$ cat config.mk
export PLATFORM = sky130hd
export DESIGN_NAME = pipelined_hazard_scoreboard
export DESIGN_NICKNAME = d
export VERILOG_FILES = /design/src/rtl/pipelined_hazard_scoreboard.sv
export SDC_FILE = /design/constraint.sdc
export NUM_CORES = 1
export LEC_CHECK = 0
export CAP_MARGIN = 20
export CELL_PAD_IN_SITES_DETAIL_PLACEMENT = 1
export CELL_PAD_IN_SITES_GLOBAL_PLACEMENT = 1
export CORE_UTILIZATION = 40
export DETAILED_ROUTE_END_ITERATION = 7
export GPL_TIMING_DRIVEN = 0
export PLACE_DENSITY_LB_ADDON = 0.1
export SLEW_MARGIN = 20
export SYNTH_ARGS = -nofsm -noshare
export SYNTH_HDL_FRONTEND = slang
export SYNTH_SLANG_ARGS = --single-unit
$ cat constraint.sdc
create_clock -name clk -period 4.1 [get_ports clk]
set_input_delay 0.82 -clock clk [delete_from_list [all_inputs] [get_ports clk]]
set_output_delay 0.82 -clock clk [all_outputs]
set_load 0.01 [all_outputs]
$ cat src/rtl/pipelined_hazard_scoreboard.sv
// Register hazard scoreboard: tracks destinations of issued-but-not-written-back
// instructions and stalls decode on RAW, WAW or a full in-flight window.
module pipelined_hazard_scoreboard #(
    parameter int MAX_INFLIGHT = 3
) (
    input  logic                                  clk,
    input  logic                                  rst,
    input  logic                                  dec_valid,
    input  logic [4:0]                            dec_instruction_type,
    input  logic [4:0]                            dec_reg_0,
    input  logic [4:0]                            dec_reg_1,
    input  logic [4:0]                            dec_reg_res,
    input  logic                                  wb_valid,
    input  logic [4:0]                            wb_reg,
    input  logic                                  flush,
    output logic                                  stall,
    output logic                                  issue,
    output logic [31:0]                           pending_mask,
    output logic [$clog2(MAX_INFLIGHT+1)-1:0]     inflight_count,
    output logic [15:0]                           stall_cycles,
    output logic                                  wb_error
);
    localparam int CW = $clog2(MAX_INFLIGHT + 1);

    // Instruction codes shared with the architecture definitions
    localparam logic [4:0] INSTR_ALU_OP         = 5'd1;
    localparam logic [4:0] INSTR_LOAD           = 5'd2;
    localparam logic [4:0] INSTR_STORE          = 5'd3;
    localparam logic [4:0] INSTR_JUMP           = 5'd4;
    localparam logic [4:0] INSTR_LOAD_IMMEDIATE = 5'd5;

    logic [31:0]   pending_q, pending_d;
    logic [CW-1:0] count_q, count_d;
    logic [15:0]   stall_cycles_q, stall_cycles_d;
    logic          wb_error_q, wb_error_d;

    logic src0_used, src1_used, dst_used;
    logic raw, waw, full;
    logic wb_hit, do_set;

    always_comb begin
        src0_used = 1'b0;
        src1_used = 1'b0;
        dst_used  = 1'b0;
        case (dec_instruction_type)
            INSTR_ALU_OP: begin
                src0_used = 1'b1;
                src1_used = 1'b1;
                dst_used  = 1'b1;
            end
            INSTR_STORE, INSTR_JUMP: begin
                src0_used = 1'b1;
                src1_used = 1'b1;
            end
            INSTR_LOAD: begin
                src0_used = 1'b1;
                dst_used  = 1'b1;
            end
            INSTR_LOAD_IMMEDIATE: dst_used = 1'b1;
            default: ;
        endcase
    end

    // Hazards look only at registered state, so a same-cycle write-back
    // releases a stall one cycle later.
    always_comb begin
        raw   = (src0_used && pending_q[dec_reg_0]) || (src1_used && pending_q[dec_reg_1]);
        waw   = dst_used && pending_q[dec_reg_res];
        full  = dst_used && (count_q == CW'(MAX_INFLIGHT));
        stall = dec_valid && !flush && (raw || waw || full);
        issue = dec_valid && !stall && !flush;
    end

    always_comb begin
        pending_d      = pending_q;
        count_d        = count_q;
        wb_error_d     = wb_error_q;
        stall_cycles_d = stall_cycles_q;
        wb_hit         = wb_valid && pending_q[wb_reg];
        do_set         = issue && dst_used;

        if (stall && (stall_cycles_q != 16'hFFFF))
            stall_cycles_d = stall_cycles_q + 16'd1;

        if (flush) begin
            pending_d = '0;
            count_d   = '0;
        end else begin
            if (wb_valid && !wb_hit)
                wb_error_d = 1'b1;
            // Clear before set so an issue to the retiring register keeps the bit
            if (wb_hit)
                pending_d[wb_reg] = 1'b0;
            if (do_set)
                pending_d[dec_reg_res] = 1'b1;
            if (do_set && !wb_hit && (count_q != CW'(MAX_INFLIGHT)))
                count_d = count_q + CW'(1);
            else if (wb_hit && !do_set && (count_q != '0))
                count_d = count_q - CW'(1);
        end
    end

    always_ff @(posedge clk or posedge rst) begin
        if (rst) begin
            pending_q      <= '0;
            count_q        <= '0;
            stall_cycles_q <= '0;
            wb_error_q     <= 1'b0;
        end else begin
            pending_q      <= pending_d;
            count_q        <= count_d;
            stall_cycles_q <= stall_cycles_d;
            wb_error_q     <= wb_error_d;
        end
    end

    assign pending_mask   = pending_q;
    assign inflight_count = count_q;
    assign stall_cycles   = stall_cycles_q;
    assign wb_error       = wb_error_q;
endmodule

# Yosys cells after proc, flatten, opt, wreduce, memory -nomap -nowiden
# Index checks and enable logic that the tools add are counted.
# word_totals
register_bits	51
in_bits	30
word_cells	78
# op_classes
addsub	3
order_cmp	6
eq_ne	8
n_mux	22
bitwise_logic	4
n_reduce_logical	31
# op_table
cell	n
32-bit 2-to-1 mux	4
32-bit bitwise AND	1
32-bit inverter	1
32-bit bitwise OR	1
5-bit by 6-bit < comparator with 1-bit output, second input constant	4
1-bit binary-select mux with 5-bit select	4
1-bit logical AND	18
16-bit by 1-bit adder with 16-bit output, second input constant	1
16-bit != test, second input constant	1
1-bit demux with 5-bit select	2
5-bit by 2-bit equality test with 1-bit output, second input constant	2
5-bit by 3-bit equality test with 1-bit output, second input constant	2
5-bit by 1-bit >= comparator with 1-bit output, second input constant	2
1-bit 2-to-1 mux	9
2-bit 2-to-1 mux	3
3-bit OR reduction	2
5-bit by 1-bit equality test with 1-bit output, second input constant	1
1-bit zero test	4
4-bit OR reduction	1
1-bit logical OR	3
3-bit nonzero test	1
2-bit by 1-bit adder with 2-bit output, second input constant	1
2-bit equality test, second input constant	1
2-bit != test, second input constant	1
4 further kinds	4

# Longest topological paths before layout
# logic_depth
depth_word	18
depth_mapped	10
depth_no_buf	7

# Worst setup path after synthesis
# Ideal clock, no wire load.
# synth_path
kind	input-to-output
from	input dec_reg_1[2]
to	output issue
arrival_time_ns	2.700
required_ns	3.280
path_slack_ns	0.580
path_stages	8
n_path_buf	2
path_cell_list	clkbuf_1 > mux4_2 > a22oi_1 > nand3_1 > o211ai_1 > o211ai_1 > buf_2 > nor2b_1
# synth_via
elab_chain_cells	10
# synth_lines
element	line	source
from (decl)	11	input logic [4:0] dec_reg_1,
1-bit binary-select mux with 5-bit select	67	raw = (src0_used && pending_q[dec_reg_0]) || (src1_used && pending_q[dec_reg_1]);
1-bit 2-to-1 mux (not written as such)	67	
1-bit logical AND	67	
1-bit logical OR	67	
1-bit logical OR (2 in series)	70	stall = dec_valid && !flush && (raw || waw || full);
1-bit logical AND	70	
1-bit zero test	71	issue = dec_valid && !stall && !flush;
1-bit logical AND (2 in series)	71	
to (decl)	17	output logic issue,
# No other way between the ends. The select of a mux whose other input is x is not followed.

# Worst setup path after layout
# layout_path
from	input dec_reg_res[0]
to	output stall
# layout_via
elab_chain_cells	6
# layout_lines
element	line	source
from (decl)	12	input logic [4:0] dec_reg_res,
1-bit binary-select mux with 5-bit select	68	waw = dst_used && pending_q[dec_reg_res];
1-bit 2-to-1 mux (not written as such)	68	
1-bit logical AND	68	
1-bit logical OR (2 in series)	70	
1-bit logical AND	70	
to (decl)	16	output logic stall,
# No other way between the ends. The select of a mux whose other input is x is not followed.

==> results.py <==
metrics = {
    "detailed_routing": {
        "ant_nets": 0,
        "drtIter0Drc": 154,
        "dr.max_layer_used": "met4",
        "dr_wl_met2_um": 6200,
        "wl_per_cell_um": 23.4,
        "wl_met3_um": 941,
        "drc_errors": 7,
        "firstDrtPassIters": 8,
        "drt-met1-wl_um": 5210,
        "drt-total-wl_um": 12700,
        "vias": 3429,
        "viasPerCell": 6.29,
    },
    "grt": {
        "grt_max_degree": 30,
        "grt_pass1_wl_um": 20100,
        "grt_pass1_vias": 3579,
        "overflow": 0,
        "track_usage_pct": 27.3,
        "antenna_found_initial": 0,
    },
    "placement": {
        "io_buffer_count": 74,
        "gp_congestion": 0.935,
        "dp_hpwl_um": 9650,
        "postPlaceCellArea_um2": 4620,
        "pre_cts_slack_ns": -0.791,
    },
    "worst_setup_path": {
        "cp_num_buf_inv": 4,
        "cp_data_arrival_time_ns": 3.10,
        "critical_path_class": "input pin to output pin",
        "crit_slowest_cell": "mux4_1",
        "critPathRequiredTime_ns": 3.28,
        "critPathMaxStageDelay_ns": 0.56,
        "critical_path.top_delay_family": "buffers and inverters",
        "r2r_slack_ns": 1.29,
        "rr_startpoint": "pending_mask[11]$_DFF_PP0_",
        "crit_chain": "clkdlybuf4s15_2, buf_6, mux4_1, mux2_2, nand3_1, and4_4, o211ai_1, buf_4, and2_1, dlygate4sd2_1",
        "critPathCaptureType": "output pin",
        "cp-start-kind": "input pin",
        "rr_endpoint": "pending_mask[13]$_DFF_PP0_",
        "reg2reg_depth": 7,
        "worstPathMaxFanout": 10,
        "cp.depth": 10,
    },
    "floorplanning": {
        "die_h_um": 98.5,
        "start_util_pct": 42.1,
        "coreArea_um2": 8850,
        "io_pins": 83,
        "dieArea_um2": 9700,
        "die_width_um": 98.5,
        "num_rows": 34,
    },
    "logic_synthesis": {
        "ys_ff_latch": 51,
        "synth-main-ff-cell": "dfrtp_1",
        "syn_avg_cell_area_um2": 10.6,
        "yosysWarnings": 0,
        "synth_cell_types": 52,
        "yosysSeqAreaShare_pct": 34.3,
        "synth_edf_count": 0,
        "async_flop_share_pct": 100,
        "syn_inst": 352,
        "synth_area_um2": 3720,
        "syn_nets": 383,
    },
    "power": {
        "peakVddDrop_mv": 0.210,
        "power_w": 0.00105,
        "p_leak_nw": 1.90,
        "p_per_area_nw_per_um2": 222,
    },
    "finish": {
        "num_antenna_cells": 0,
        "fillers": 997,
        "syn_to_final_growth_pct": 27.3,
        "post-route-util_pct": 53.5,
        "nets": 467,
        "design_area_um2": 4740,
        "layout-drive-gt1-share_pct": 15.6,
    },
    "worst_hold_path": {
        "hold_class": "register to register",
        "hold_end": "stall_cycles[7]$_DFFE_PP0P_",
        "hp-start": "stall_cycles[7]$_DFFE_PP0P_",
        "hold_depth": 1,
    },
    "sta": {
        "maxSlewViolCount": 0,
        "fin_ws_ns": 0.184,
        "setup_violations": 0,
        "post-route-period-util_pct": 95.5,
        "hold_viol_final": 0,
        "relSlewSlack_pct": 39.8,
        "fin_hold_ws_ns": 0.494,
        "worst_pin_slew_ns": 0.896,
        "worst_clock_skew_ns": 0.0108,
        "period_minus_slack_ns": 3.92,
        "fmax_mhz": 255,
        "rsz0062_at_grt": "false",
    },
    "clocking": {
        "cts_tree": "yes",
        "numCtsBuffers": 5,
        "htreeDepth": 2,
        "clock_latency_ns": 0.32,
        "clock-sinks": 51,
        "cts_root_buffer": "clkbuf_8",
        "clk_pin_slew_ns": 0.11,
        "cts.path.max_buffers": 2,
        "ctsHoldBuffers": 0,
    },
    "flow_run": {
        "cap_violations": 0,
    },
    "run_status": {
        "violations": "design-rule violations",
        "status": "finished, violations left",
    },
}
timing repair:
action | CTS | global route
endpoints found under the setup margin | 2 | 0
gates resized for setup | 11 | 0
buffers inserted | 2 | 0
hold endpoints to repair | 0 | 0
layer usage:
metal | track usage [%] | up-vias
met3 | 4.11 | 28
met1 | 36.4 | 1730
met2 | 45.0 | 137
met4 | 10.7 | 0
met5 | 0 | -
li1 | - | 1534
synthesized netlist by cell type, types with 4 or more instances:
cell type  instances  area [um2]
nor2b_1            7        43.8
o21ai_0           19        95.1
and2_1             6        37.5
a32o_1             8        80.1
nor3b_1            6        45.0
nand3b_1           7        52.6
nor3_1             6        30.0
nor2_1            11        41.3
o211ai_1          26         195
xnor2_1           14         123
dfrtp_1           51        1280
mux2_2             5        56.3
mux2i_1           12         120
inv_1             13        48.8
and3_1             6        37.5
nand2_1           29         109
nand4_1            7        43.8
o21ai_2            8        70.1
mux4_2            25         563
buf_2              6        30.0
a22o_1             4        35.0
nand3_1           15        75.1
and4_1             5        43.8
clkbuf_1          14        52.6
layout make-up:
class	instances	area, um2	area share, %
multi-input cells	263	2270	48.0
plain buffers	25	133	2.80
well taps	108	135	2.85
clock buffers	5	68.8	1.45
flip-flops and latches	51	1280	26.9
repair buffers	77	771	16.3
inverters	13	48.8	1.03
clock inverters	3	33.8	0.713
state kept, by name (all words and copies together) (netlist names):
name	cells
stall_cycles	16
inflight_count	2
wb_error	1
pending_mask	32
per-stage QoR:
step / setup TNS, ns / instances
floorplan: 0 / 352
global placement: -1.39 / 534
detailed placement: -1.54 / 535
CTS: 0 / 545
global route: 0 / 545
finish: 0 / 545
placed cells by master (no fill, tap or decap), types with 5 or more instances in the layout:
cell type,n
a32o_1,8
and2_1,6
and3_1,6
buf_4,5
clkbuf_1,14
clkbuf_8,5
clkdlybuf4s50_1,68
dfrtp_1,51
dlygate4sd2_1,5
inv_1,12
mux2_2,5
mux2i_1,12
mux4_2,25
nand2_1,29
nand3_1,15
nand3b_1,7
nand4_1,7
nor2_1,11
nor2b_1,7
nor3_1,6
nor3b_1,6
o211ai_1,26
o21ai_0,19
o21ai_2,8
xnor2_1,14
power by group:
part / leakage [nW] / internal [W] / switching, W / total, W
Clock: 0.0519 / 0.000130 / 0.000203 / 0.000333
Combinational: 1.14 / 0.0000874 / 0.0000977 / 0.000185
Sequential: 0.705 / 0.000515 / 0.0000164 / 0.000531
Total: 1.90 / 0.000732 / 0.000317 / 0.00105
logic make-up after synthesis:
| family | Yosys count | synth area share, % |
|---|---|---|
| xor+xnor | 16 | 3.76 |
| buf+inv | 38 | 4.74 |
| fa+ha+maj | 1 | 0.336 |
| mux | 45 | 22.0 |
| simple gates | 122 | 18.7 |
| compound gates | 79 | 16.2 |
| flops | 51 | 34.3 |
worst register-to-register path: stages (launching register included):
cell      delay (ns)
dfrtp_1         0.52
mux4_2          0.53
a22o_1          0.29
o41ai_4         0.61
or3_1           0.19
clkbuf_1        0.37
o211ai_1        0.13
o21ai_0         0.11
worst max path at each step:
stage | from | to | slack [ns]
2_1_floorplan | dec_reg_1[2] | issue | 0.58
3_3_place_gp | dec_reg_res[3] | stall | -0.73
3_5_place_dp | dec_reg_res[3] | stall | -0.79
4_1_cts | dec_reg_res[0] | stall | 0.17
5_1_grt | dec_reg_1[2] | stall | 0.06
6_report | dec_reg_res[0] | stall | 0.18
(Power assumes the default switching activity.)
